$ cat src/rtl/spi_debug_master_if.sv
// Write-request channel into the SPI debug master: one (addr, data) pair per
// valid/ready handshake on sys_clk.
interface spi_debug_master_if;
  logic       wr_valid;
  logic       wr_ready;
  logic [7:0] wr_addr;
  logic [7:0] wr_data;

  modport master (output wr_valid, output wr_addr, output wr_data, input wr_ready);
  modport slave  (input wr_valid, input wr_addr, input wr_data, output wr_ready);
endinterface

$ cat src/rtl/spi_debug_master.sv
// SPI initiator for the slave-side debug write port. Each frame is a run of
// GAP pulses with CS deasserted (they realign the slave bit counter), then CS
// low, the address byte, one or more data bytes, and CS high. Bits go out LSB
// first and are sampled by the slave on the rising edge of spi_clk.
//
// state  | meaning
// -------+-----------------------------------------------------------------
// IDLE   | CS high, SCLK low, waiting for a write request
// GAP    | CS high, emitting GAP_PULSES SCLK pulses to reset the slave
// SETUP  | CS low, SCLK low for one half-period, address LSB on MOSI
// SHIFT  | shifting out the address+data (16 bits) or burst data (8 bits)
// DECIDE | one cycle: extend the frame with a same-address write, or close
module spi_debug_master #(
  parameter int unsigned CLK_DIV    = 4,
  parameter int unsigned GAP_PULSES = 1,
  parameter bit          BURST_EN   = 1'b1
) (
  input  logic               sys_clk,
  input  logic               sys_rst_n,
  spi_debug_master_if.slave  wr,
  output logic               busy,
  output logic               spi_clk,
  output logic               spi_cs_o,
  output logic               spi_data_o
);

  typedef enum logic [2:0] {IDLE, GAP, SETUP, SHIFT, DECIDE} state_t;

  localparam logic [15:0] DIV_LAST = 16'(CLK_DIV - 1);
  localparam logic [3:0]  GAP_LAST = 4'(GAP_PULSES - 1);

  state_t      state;
  state_t      state_nxt;
  logic [15:0] div_cnt;
  logic        phase;       // 0 = SCLK low half, 1 = SCLK high half
  logic [3:0]  pulse_cnt;
  logic [4:0]  bit_cnt;
  logic [15:0] shift_q;
  logic [7:0]  cur_addr;
  logic [7:0]  cur_data;
  logic        div_end;
  logic        burst_hit;
  logic        accept;

  assign div_end    = (div_cnt == DIV_LAST);
  assign burst_hit  = BURST_EN && wr.wr_valid && (wr.wr_addr == cur_addr);
  assign wr.wr_ready = (state == IDLE) || ((state == DECIDE) && burst_hit);
  assign accept     = wr.wr_valid && wr.wr_ready;

  // State register.
  always_ff @(posedge sys_clk or negedge sys_rst_n) begin
    if (!sys_rst_n) state <= IDLE;
    else            state <= state_nxt;
  end

  // Next-state decode; phase transitions happen at the end of a high half.
  always_comb begin
    state_nxt = state;
    case (state)
      IDLE:    if (accept) state_nxt = GAP;
      GAP:     if (div_end && phase && (pulse_cnt == GAP_LAST)) state_nxt = SETUP;
      SETUP:   if (div_end) state_nxt = SHIFT;
      SHIFT:   if (div_end && phase && (bit_cnt == 5'd1)) state_nxt = DECIDE;
      DECIDE:  state_nxt = burst_hit ? SHIFT : IDLE;
      default: state_nxt = IDLE;
    endcase
  end

  // Divider, pulse/bit counters, shift register and latched request.
  always_ff @(posedge sys_clk or negedge sys_rst_n) begin
    if (!sys_rst_n) begin
      div_cnt   <= '0;
      phase     <= 1'b0;
      pulse_cnt <= '0;
      bit_cnt   <= '0;
      shift_q   <= '0;
      cur_addr  <= '0;
      cur_data  <= '0;
    end else begin
      case (state)
        IDLE: begin
          div_cnt   <= '0;
          phase     <= 1'b0;
          pulse_cnt <= '0;
          if (accept) begin
            cur_addr <= wr.wr_addr;
            cur_data <= wr.wr_data;
          end
        end
        GAP: begin
          if (div_end) begin
            div_cnt <= '0;
            phase   <= ~phase;
            if (phase) pulse_cnt <= pulse_cnt + 4'd1;
          end else begin
            div_cnt <= div_cnt + 16'd1;
          end
        end
        SETUP: begin
          if (div_end) begin
            div_cnt <= '0;
            phase   <= 1'b0;
            shift_q <= {cur_data, cur_addr};
            bit_cnt <= 5'd16;
          end else begin
            div_cnt <= div_cnt + 16'd1;
          end
        end
        SHIFT: begin
          if (div_end) begin
            div_cnt <= '0;
            phase   <= ~phase;
            // Advance only as SCLK falls so MOSI never moves while SCLK is high.
            if (phase) begin
              shift_q <= {1'b0, shift_q[15:1]};
              bit_cnt <= bit_cnt - 5'd1;
            end
          end else begin
            div_cnt <= div_cnt + 16'd1;
          end
        end
        DECIDE: begin
          div_cnt <= '0;
          phase   <= 1'b0;
          if (burst_hit) begin
            cur_data <= wr.wr_data;
            shift_q  <= {8'h00, wr.wr_data};
            bit_cnt  <= 5'd8;
          end
        end
        default: begin
          div_cnt <= '0;
          phase   <= 1'b0;
        end
      endcase
    end
  end

  // Pin decode from state; DECIDE presents the burst byte's LSB a cycle early.
  always_comb begin
    busy       = (state != IDLE);
    spi_clk    = 1'b0;
    spi_cs_o   = 1'b1;
    spi_data_o = 1'b0;
    case (state)
      GAP: spi_clk = phase;
      SETUP: begin
        spi_cs_o   = 1'b0;
        spi_data_o = cur_addr[0];
      end
      SHIFT: begin
        spi_cs_o   = 1'b0;
        spi_clk    = phase;
        spi_data_o = shift_q[0];
      end
      DECIDE: begin
        spi_cs_o   = 1'b0;
        spi_data_o = burst_hit ? wr.wr_data[0] : 1'b0;
      end
      default: ;
    endcase
  end

endmodule

$ cat src/flat_wrapper.sv
// flat-port wrapper written by rule: the top's interface ports become plain ports
module spi_debug_master_flat 
#(
  parameter int unsigned CLK_DIV    = 4,
  parameter int unsigned GAP_PULSES = 1,
  parameter bit          BURST_EN   = 1'b1
)
  (sys_clk, sys_rst_n, busy, spi_clk, spi_cs_o, spi_data_o, wr_wr_valid, wr_wr_addr, wr_wr_data, wr_wr_ready);
  spi_debug_master_if wr_i ();
  input  logic sys_clk;
  input  logic sys_rst_n;
  output logic busy;
  output logic spi_clk;
  output logic spi_cs_o;
  output logic spi_data_o;
  input wire logic [$bits(wr_i.wr_valid)-1:0] wr_wr_valid;
  input wire logic [$bits(wr_i.wr_addr)-1:0] wr_wr_addr;
  input wire logic [$bits(wr_i.wr_data)-1:0] wr_wr_data;
  output wire logic [$bits(wr_i.wr_ready)-1:0] wr_wr_ready;
  assign wr_i.wr_valid = wr_wr_valid;
  assign wr_i.wr_addr = wr_wr_addr;
  assign wr_i.wr_data = wr_wr_data;
  assign wr_wr_ready = wr_i.wr_ready;
  spi_debug_master #(.CLK_DIV(CLK_DIV), .GAP_PULSES(GAP_PULSES), .BURST_EN(BURST_EN)) u_core (.sys_clk(sys_clk), .sys_rst_n(sys_rst_n), .wr(wr_i), .busy(busy), .spi_clk(spi_clk), .spi_cs_o(spi_cs_o), .spi_data_o(spi_data_o));
endmodule
$ cat config.mk
export PLATFORM = sky130hd
export DESIGN_NAME = spi_debug_master_flat
export DESIGN_NICKNAME = d
export VERILOG_FILES = /design/src/rtl/spi_debug_master_if.sv /design/src/rtl/spi_debug_master.sv /design/src/flat_wrapper.sv
export SDC_FILE = /design/constraint.sdc
export NUM_CORES = 1
export LEC_CHECK = 0
export BUFFER_PORTS_ARGS = -buffer_cell sky130_fd_sc_hd__clkbuf_2
export CAP_MARGIN = 25
export CORE_ASPECT_RATIO = 0.5
export CORE_MARGIN = 10
export CORE_UTILIZATION = 40
export DETAILED_ROUTE_END_ITERATION = 12
export PLACE_DENSITY = 0.64
export SLEW_MARGIN = 10
export SYNTH_ARGS = -nofsm -noshare
export SYNTH_HDL_FRONTEND = slang
export SYNTH_SLANG_ARGS = --single-unit
$ cat constraint.sdc
create_clock -name sys_clk -period 2.1 [get_ports sys_clk]
set_input_delay 0.315 -clock sys_clk [delete_from_list [all_inputs] [get_ports sys_clk]]
set_output_delay 0.315 -clock sys_clk [all_outputs]
set_load 0.02 [all_outputs]
==> reports/summary.txt, run 1 <==
Synth Warn # = 0
first-pass GRT wire length = 13,400 um
final hold vios = 11
final wirelength = 8180 um
failing checks = hold timing
startpoint types = register
htree depth = 3
post-DP HPWL = 5750 um
Yosys reg bits = 61
syn_nets = 348
# fillers = 741
share of cells above drive strength 1 = 30.1%
Die Span X = 150 um
Tot GR Track Use = 13.2%
maximum VDD drop = 0.363 mV
DRT antenna net count = 0
RR Endpoint = u_core.shift_q[11]
die height = 85.0 um
status = complete, but fails checks
CP max stage delay = 440 ps
port bufs = 23
Pwr Density = 686 mW/mm2
CTS tree = done
list of most frequent post-synthesis cells = dfrtp_1 (61), mux2_2 (32), a22o_1 (26)
vias in the first global route = 2,687
pre-CTS setup slack = 139 ps
area leader, netlist = dfrtp_1
synth top area cells = dfrtp_1 (45%), mux2_2 (11%), a22o_1 (6.7%)
final setup violation count = 0
number of vias per cell = 5.47
sequential-to-total area share from yosys stat = 45.2%
post-route cell area = 0.00413 mm2
R2R setup slack = 120 ps
HP Class = in2async
ys flop type = dfrtp_1
asr flop ratio synth = 100%
GPL Wtd Cong = 0.858
critical path class = reg2out
CTS buffer count = 9
final worst slack = 51.5 ps
Post-Synthesis Cells = 324
Yosys top cell area share = 45.2%
dpl cell area = 0.00373 mm2
Synth-to-Final Area Change = 22.1%
R2R cell count = 5
most numerous cell in the Yosys netlist = dfrtp_1
Final min period = 2050 ps
CP endpoint kind = output pin
Setup Skew = 4.39 ps
Wirelength per Cell = 16.9 um
num ports = 24
DRC viols = 0
crit path max fanout = 3
core area = 0.00812 mm2
total gr overflow = 0
DR pass1 iterations = 4
worst path arrival time = 1730 ps
initial antenna violation count = 1
hold buffers post-CTS = 0
max cap viols = 0
Least-Margin Pin Slew = 771 ps
crit share post-route = 97.5%
Initial Util = 41.7%
CTS Sinks = 61
Post-synth EDFFs = 0
Pins Over Slew Limit = 0
largest net degree at the start of global routing = 62
Syn Std Cell Area = 0.00338 mm2
Required @ worst endpoint = 1780 ps
Die ar. = 0.0128 mm2
slew margin rel. = 48.6%
Final nets = 391
clk_lat worst skew = 320 ps
fmax = 488 MHz
CTS Root Cell = clkbuf_16
worst r2r src = u_core.div_cnt[12]
num rows = 23
Netlist cell types = 42
Clock transition at path regs = 50 ps
slowest stage cell on the critical path = or3_4
via count = 2,651
Hold WS = -13.2 ps
mean area per synthesized cell = 10.4 um2
Leakage Power = 0.00196 uW
CTS max path bufs = 2
Iter 0 DRT Violations = 165
worst-path cell chain = xnor2_1 -> nand4_1 -> or3_4 -> nand2_1 -> buf_4
## what timing repair did
action	4_1_cts	5_1_grt
setup endpoints to repair	2	17
pin swaps	3	10
endpoints found under the hold margin	0	0
gates resized for setup	3	5
setup buffers	4	1
gates cloned	0	0
## flip-flops by register name (all words and copies together) (netlist names)
name	cells
u_core.bit_cnt	5
u_core.cur_addr	8
u_core.state	3
u_core.phase	1
u_core.cur_data	8
u_core.shift_q	16
u_core.pulse_cnt	4
u_core.div_cnt	16
## cell type report
cell class	instances	area [um2]	share of cell area, %
multi-input combinational	234	1750	42.3
tap	112	140	3.39
timing repair buffer	49	340	8.24
antenna	1	2.50	0.0606
clock buffer	12	256	6.21
clock inverter	4	70.1	1.70
inverter	12	45.0	1.09
sequential	61	1530	37.0
## worst max-delay path by stage
stage,from,to,slack [ps],depth (start not counted)
6_report,u_core.cur_addr[6],wr_wr_ready,50,5
5_1_grt,u_core.div_cnt[0],u_core.shift_q[11],-4,6
4_1_cts,u_core.cur_addr[0],wr_wr_ready,4,5
3_5_place_dp,u_core.div_cnt[0],u_core.shift_q[11],140,6
3_3_place_gp,u_core.cur_addr[7],u_core.shift_q[12],170,6
2_1_floorplan,u_core.div_cnt[0],u_core.shift_q[0],220,6
## layout by cell type, fill, tap and decap left out, types with 2 or more instances in the layout
master	netlist	layout
mux2_2	32	32
nor2b_1	2	2
xnor2_2	0	2
nor2_2	3	3
xnor2_1	16	14
a31oi_1	3	3
clkbuf_8	0	2
nand3b_1	9	9
inv_1	12	12
nand2_1	20	20
clkinv_2	0	2
and4_1	2	2
clkbuf_16	0	9
nand4_1	6	6
dfrtp_1	61	60
xor2_1	6	6
buf_4	0	26
a22o_1	26	26
and3_1	5	5
buf_12	0	2
ha_1	5	5
or3_1	4	4
nor4_1	2	2
bufinv_16	0	2
clkbuf_2	0	21
o211ai_1	2	2
o21ai_0	14	14
nand3_1	12	12
a21oi_1	6	6
nor2_1	23	23
mux2i_1	5	5
a22oi_1	8	8
nor3_1	10	9
## stage by stage
step                      setup TNS, ps  power, uW  utilization, %  hold WS [ps]  std cells
after floorplan                       0       1210               -          19.4        324
after global placement                0       1260            46.0           346        463
after detailed placement              0       1260            46.0           353        463
after CTS                             0       2870            50.5          6.57        483
after global routing              -4.94       2930            50.8          6.57        484
final                                 0       2830            50.9         -13.2        485
## metal layers
| layer | part of all wire (%) | global-route usage (%) |
|---|---|---|
| met2 | 50 | 21.5 |
| met4 | 1.2 | 4.39 |
| met3 | 5.7 | 4.66 |
| met1 | 44 | 15.9 |
| met5 | 0 | 0 |
## critical path: cells and delay by family, from the launching register on
family | cells | cell delay (ps)
DFF | 1 | 390
buffers and inverters | 1 | 140
and+or+nand+nor | 3 | 710
xor gates and xnor gates | 1 | 170
## report_power, final
| group | internal [uW] | switching, uW | total, uW |
|---|---|---|---|
| registers | 1180 | 0 | 1180 |
| clock network | 1100 | 493 | 1590 |
| logic | 23.1 | 40.4 | 63.5 |
| total | 2300 | 534 | 2830 |
## kinds of logic after synthesis
family | count (synthesis) | synth area share [%]
simple gates | 108 | 18.1
compound gates | 62 | 13.3
flops | 61 | 45.2
mux | 37 | 12.1
buf+inv | 29 | 3.81
xor+xnor | 22 | 5.70
fa+ha+maj | 5 | 1.85
Power figures use the tool's default switching activity.
==> inputs of run 2 (changes only) <==
Settings changed: ABC_AREA from default to 1, CORE_ASPECT_RATIO 0.5 to 1.75.
==> run 2 against run 1 <==
Net effect: the flow now finishes without violations; clock power is essentially flat; final area shrank 2.9%; via count increased by 8.8%; critical path depth up 1; non-clock buffer count down 16; sequential power about the same; die area is 0.31% lower; synthesized area up 0.37%; synthesized cell count is 30% higher; routed wire length is 2.4% lower; combinational power up 19%; largest power group unchanged.
==> reports/summary.txt, run 2 <==
status = finished clean
num rows = 44
Largest regs = u_core.div_cnt x16, u_core.shift_q x16
Setup Skew = 8.09 ps
CTS buffer count = 9
ys flop type = dfrtp_1
first-pass GRT wire length = 13,600 um
slew margin rel. = 59.8%
dpl cell area = 0.00363 mm2
Setup TNS = 0 ps
max cap viols = 0
num ports = 24
DRT antenna net count = 0
R2R cell count = 9
Synth-to-Final Area Change = 18.1%
via count = 2,885
mean area per synthesized cell = 8.04 um2
asr flop ratio synth = 100%
largest net degree at the start of global routing = 41
fmax = 501 MHz
worst path arrival time = 1680 ps
most frequent cells in the layout = nand2_1 (116), dfrtp_1 (60), nor2_1 (38)
Clock transition at path regs = 60 ps
maximum VDD drop = 0.427 mV
Pins Over Slew Limit = 0
switching fraction of total power = 20.3%
Tot GR Track Use = 13.7%
total gr overflow = 0
most numerous cell in the Yosys netlist = nand2_1
Syn Std Cell Area = 0.00339 mm2
list of most frequent post-synthesis cells = nand2_1 (117), dfrtp_1 (61), nor2_1 (38)
internal power component = 2280 uW
CP max stage delay = 440 ps
GPL Wtd Cong = 0.860
crit share post-route = 95.0%
R2R setup slack = 300 ps
Die Span X = 89.6 um
final setup violation count = 0
pre-CTS setup slack = 292 ps
worst-path cell chain = nor2_4 -> nand2_1 -> inv_4 -> nand2_1 -> o31ai_1 -> clkbuf_4
Required @ worst endpoint = 1780 ps
most common cell after layout, fill and taps aside = nand2_1
CTS Sinks = 61
CTS max path bufs = 2
Die ar. = 0.0127 mm2
Final min period = 1990 ps
slowest stage cell on the critical path = dfrtp_2
Final nets = 481
Wirelength per Cell = 13.8 um
initial antenna violation count = 0
sequential share of power = 41.6%
die height = 142 um
Iter 0 DRT Violations = 221
Yosys top cell area share = 45.0%
final worst slack = 106 ps
share of cells above drive strength 1 = 21.4%
Least-Margin Pin Slew = 603 ps
port bufs = 23
syn_nets = 446
Leakage Power = 0.00204 uW
crit path max fanout = 6
Gate power share = 2.6%
CP endpoint kind = output pin
post-DP HPWL = 5990 um
Yosys reg bits = 61
net switching power = 579 uW
final hold vios = 0
synth top area cells = dfrtp_1 (45%), nand2_1 (13%), nand3_1 (4.4%)
area leader, netlist = dfrtp_1
Post-synth EDFFs = 0
n_diodes = 0
Netlist cell types = 37
startpoint types = register
# fillers = 812
DR pass1 iterations = 6
CTS Root Cell = clkbuf_16
vias in the first global route = 2,886
core area = 0.00831 mm2
critical path class = reg2out
sequential-to-total area share from yosys stat = 45.0%
Clk pwr share = 55.8%
CTS tree = done
clk_lat worst skew = 330 ps
number of vias per cell = 5.00
Post-Synthesis Cells = 422
final wirelength = 7980 um
Hold Path Depth = 3
htree depth = 3
Pwr Density = 713 mW/mm2
Synth Warn # = 0
unrepaired setup endpoints after global routing = false
HP Class = in2reg
CP most frequent cell = nand2_1
DRC viols = 0
post-route cell area = 0.00401 mm2
Initial Util = 40.8%
-- run 2: cell type report --
cell class                      count  area, um2  area share [%]
Inverter                           44        168            4.18
Sequential cell                    61       1530            38.1
Timing Repair Buffer               33        210            5.25
Tap cell                          115        144            3.59
Multi-Input combinational cell    308       1630            40.7
Clock inverter                      6       86.3            2.15
Clock buffer                       10        239            5.96
-- run 2: per-stage QoR --
step / total power, uW / hold slack (ps) / instances / utilization [%]
after global placement: 1280 / 344 / 556 / 43.7
final: 2860 / 236 / 577 / 48.2
after CTS: 2890 / 227 / 575 / 48.0
after detailed placement: 1280 / 350 / 556 / 43.7
after floorplan: 1230 / 19.4 / 422 / -
after global routing: 2970 / 235 / 577 / 48.2
-- run 2: power groups by stage --
stage,Sequential (uW),Clock [uW],Combinational (uW)
global placement,1210,0,75.4
finish,1190,1590,75.3
floorplan,1210,0,18.9
detailed placement,1210,0,76.1
CTS,1190,1620,78.0
global route,1190,1690,87.3
-- run 2: per-layer routing --
| layer | routed length [um] | track usage [%] | vias to the layer above |
|---|---|---|---|
| met5 | 0 | 0 | - |
| met4 | 175 | 6.40 | 0 |
| met3 | 405 | 4.36 | 10 |
| met2 | 4380 | 24.0 | 61 |
| met1 | 3010 | 14.2 | 1374 |
| li1 | - | - | 1440 |
-- run 2: worst paths after layout --
check                              startpoint                  end
hold / removal                  wr_wr_data[3]   u_core.cur_data[3]
setup reg to reg           u_core.cur_addr[5]    u_core.bit_cnt[2]
setup / recovery              u_core.state[0]           spi_data_o
max in group asynchronous           sys_rst_n   u_core.cur_data[0]
min in group asynchronous           sys_rst_n  u_core.pulse_cnt[2]
hold reg to reg             u_core.div_cnt[0]    u_core.div_cnt[0]
-- run 2: worst max-delay path, delay by kind of cell (launching register included) --
kind | cells | cell delay, ps
and+or+nand+nor | 3 | 350
AOI/OAI and AO/OA | 1 | 250
DFF | 1 | 440
buffers and inverters | 2 | 310
-- run 2: cell families after synthesis --
group           after synthesis  synth area share [%]
simple gates                223                  29.5
mux                           1                 0.332
fa+ha+maj                     5                  1.84
flops                        61                  45.0
xor+xnor                      9                  2.32
compound gates               70                  14.0
buf+inv                      53                  6.97
-- run 2: what timing repair did --
item | in CTS | in global routing
gates cloned | 0 | 0
pin swaps | 0 | 1
hold endpoints to repair | 7 | 0
setup endpoints to repair | 1 | 2
hold buffers | 1 | 0
setup buffers | 2 | 2
resized for setup | 2 | 4
==> inputs of run 3 (changes only) <==
Settings changed: PLACE_DENSITY 0.64 to default, PLACE_DENSITY_LB_ADDON from default to 0.05.
==> run 3 against run 2 <==
Net effect: the run now ends with hold timing left; worst hold slack got worse by 240 ps; clock power decreased by 14%; via count decreased by 2.5%; power fell by 7.9%; maximum frequency down 0.17%; highest routed layer unchanged.
==> reports/summary.txt, run 3 (synthesized netlist as in run 2, its figures left out) <==
RR Endpoint = u_core.bit_cnt[2]
maximum VDD drop = 0.504 mV
die height = 142 um
share of cells above drive strength 1 = 22.7%
CTS buffer count = 9
Setup Skew = 3.44 ps
R2R setup slack = 250 ps
worst r2r src = u_core.state[1]
net switching power = 570 uW
CTS Root Cell = clkbuf_16
CTS max path bufs = 2
Initial Util = 40.8%
met3 wire len = 210 um
final wirelength = 8200 um
switching fraction of total power = 21.7%
Final Instance Count excl. Fillers = 578
Pwr Density = 659 mW/mm2
cell count after placement = 557
most frequent cells in the layout = nand2_1 (115), dfrtp_1 (59), inv_1 (37), nor2_1 (37), nand3_1 (30)
CP most frequent cell = nand2_1
Required @ worst endpoint = 1780 ps
startpoint types = register
CP max stage delay = 440 ps
DRT antenna net count = 0
Clk pwr share = 52.0%
Top Metal Used = met4
R2R cell count = 9
Final nets = 482
slew margin rel. = 66.9%
crit path max fanout = 4
GPL Wtd Cong = 0.821
most common cell after layout, fill and taps aside = nand2_1
Final Util = 48.0%
DR pass1 iterations = 4
Tot GR Track Use = 13.9%
HP Class = in2async
internal power component = 2060 uW
DRC viols = 0
CTS tree = done
Least-Margin Pin Slew = 496 ps
number of vias per cell = 4.87
Pins Over Slew Limit = 0
Die ar. = 0.0127 mm2
initial antenna violation count = 0
Wirelength per Cell = 14.2 um
num ports = 24
Gate power share = 2.8%
core area = 0.00831 mm2
n_diodes = 0
Setup TNS = 0 ps
CP endpoint kind = output pin
clk_lat worst skew = 330 ps
final hold vios = 1
CTS Sinks = 61
Synth-to-Final Area Change = 17.6%
met1 WL = 3290 um
Power Total = 2630 uW
port bufs = 23
Leakage Power = 0.00204 uW
Largest regs = u_core.div_cnt x16, u_core.shift_q x16
max cap viols = 0
htree depth = 3
Hold WS = -3.34 ps
Die Span X = 89.6 um
Iter 0 DRT Violations = 107
unrepaired setup endpoints after global routing = false
met2 wire len = 4460 um
slowest stage cell on the critical path = dfrtp_2
vias in the first global route = 2,841
first-pass GRT wire length = 13,400 um
largest net degree at the start of global routing = 62
via count = 2,813
Clock transition at path regs = 50 ps
Final min period = 2000 ps
num rows = 44
fmax = 501 MHz
total gr overflow = 0
sequential share of power = 45.2%
failing checks = hold timing
status = complete, but fails checks
final setup violation count = 0
crit share post-route = 95.1%
critical path class = reg2out
post-DP HPWL = 6160 um
worst-path cell chain = nor2_4 -> nand2_1 -> inv_2 -> nand2_1 -> o31ai_2 -> buf_4
worst path arrival time = 1680 ps
-- run 3: cell types whose count changed in the layout (fill, tap and decap cells not counted), sizes merged --
cell | previous run | this run
bufinv | 2 | 0
buf | 9 | 13
clkbuf | 33 | 32
clkinvlp | 1 | 0
clkinv | 3 | 5
dlygate4sd3 | 1 | 0
-- run 3: layout make-up --
type                       count  area (um2)
clock buffer                  11         253
fill                         848        4320
tap                          115         144
sequential                    61        1530
inverter                      44         165
timing repair buffer          34         225
clock inverter                 5        25.0
multi-input combinational    308        1650
-- run 3: how the worst max path moves through the flow --
stage | from | end | slack (ps) | cells past startpoint
floorplan | u_core.state[0] | spi_data_o | 230 | 6
global placement | u_core.state[0] | u_core.bit_cnt[1] | 300 | 8
detailed placement | u_core.state[0] | u_core.bit_cnt[2] | 290 | 8
CTS | u_core.state[0] | spi_data_o | 20 | 6
global route | u_core.cur_addr[3] | wr_wr_ready | 4 | 9
finish | u_core.state[1] | spi_data_o | 100 | 6
-- run 3: power groups by stage --
stage               combinational (uW)  sequential, uW  clock [uW]
floorplan                         18.9            1210           0
global placement                  75.6            1210           0
detailed placement                76.4            1210           0
CTS                               76.9            1190        1410
global route                      84.1            1190        1460
finish                            73.2            1190        1370
-- run 3: worst max-delay path, delay by kind of cell (launching register included) --
kind	cells	cell delay (ps)
simple gates	3	360
flops	1	440
buf+inv	2	290
compound gates	1	280
-- run 3: routing by layer --
layer  vias to the layer above  track usage, %
met5                         -               0
met4                         0            7.49
met3                        14            3.04
met2                        40            24.8
met1                      1321            14.4
li1                       1438               -
-- run 3: through the flow --
| step | setup slack, ps | instance area, um2 |
|---|---|---|
| after global placement | 299 | 3650 |
| final | 102 | 3990 |
| after global routing | 3.70 | 3990 |
| after CTS | 17.0 | 3940 |
| after floorplan | 231 | 3390 |
| after detailed placement | 290 | 3650 |
-- run 3: repair_timing --
| item | 4_1_cts | 5_1_grt |
|---|---|---|
| setup buffers | 0 | 5 |
| hold buffers | 0 | 0 |
| setup endpoints to repair | 2 | 2 |
| resized for setup | 4 | 6 |
| pin swaps | 0 | 1 |
| cloned | 0 | 0 |
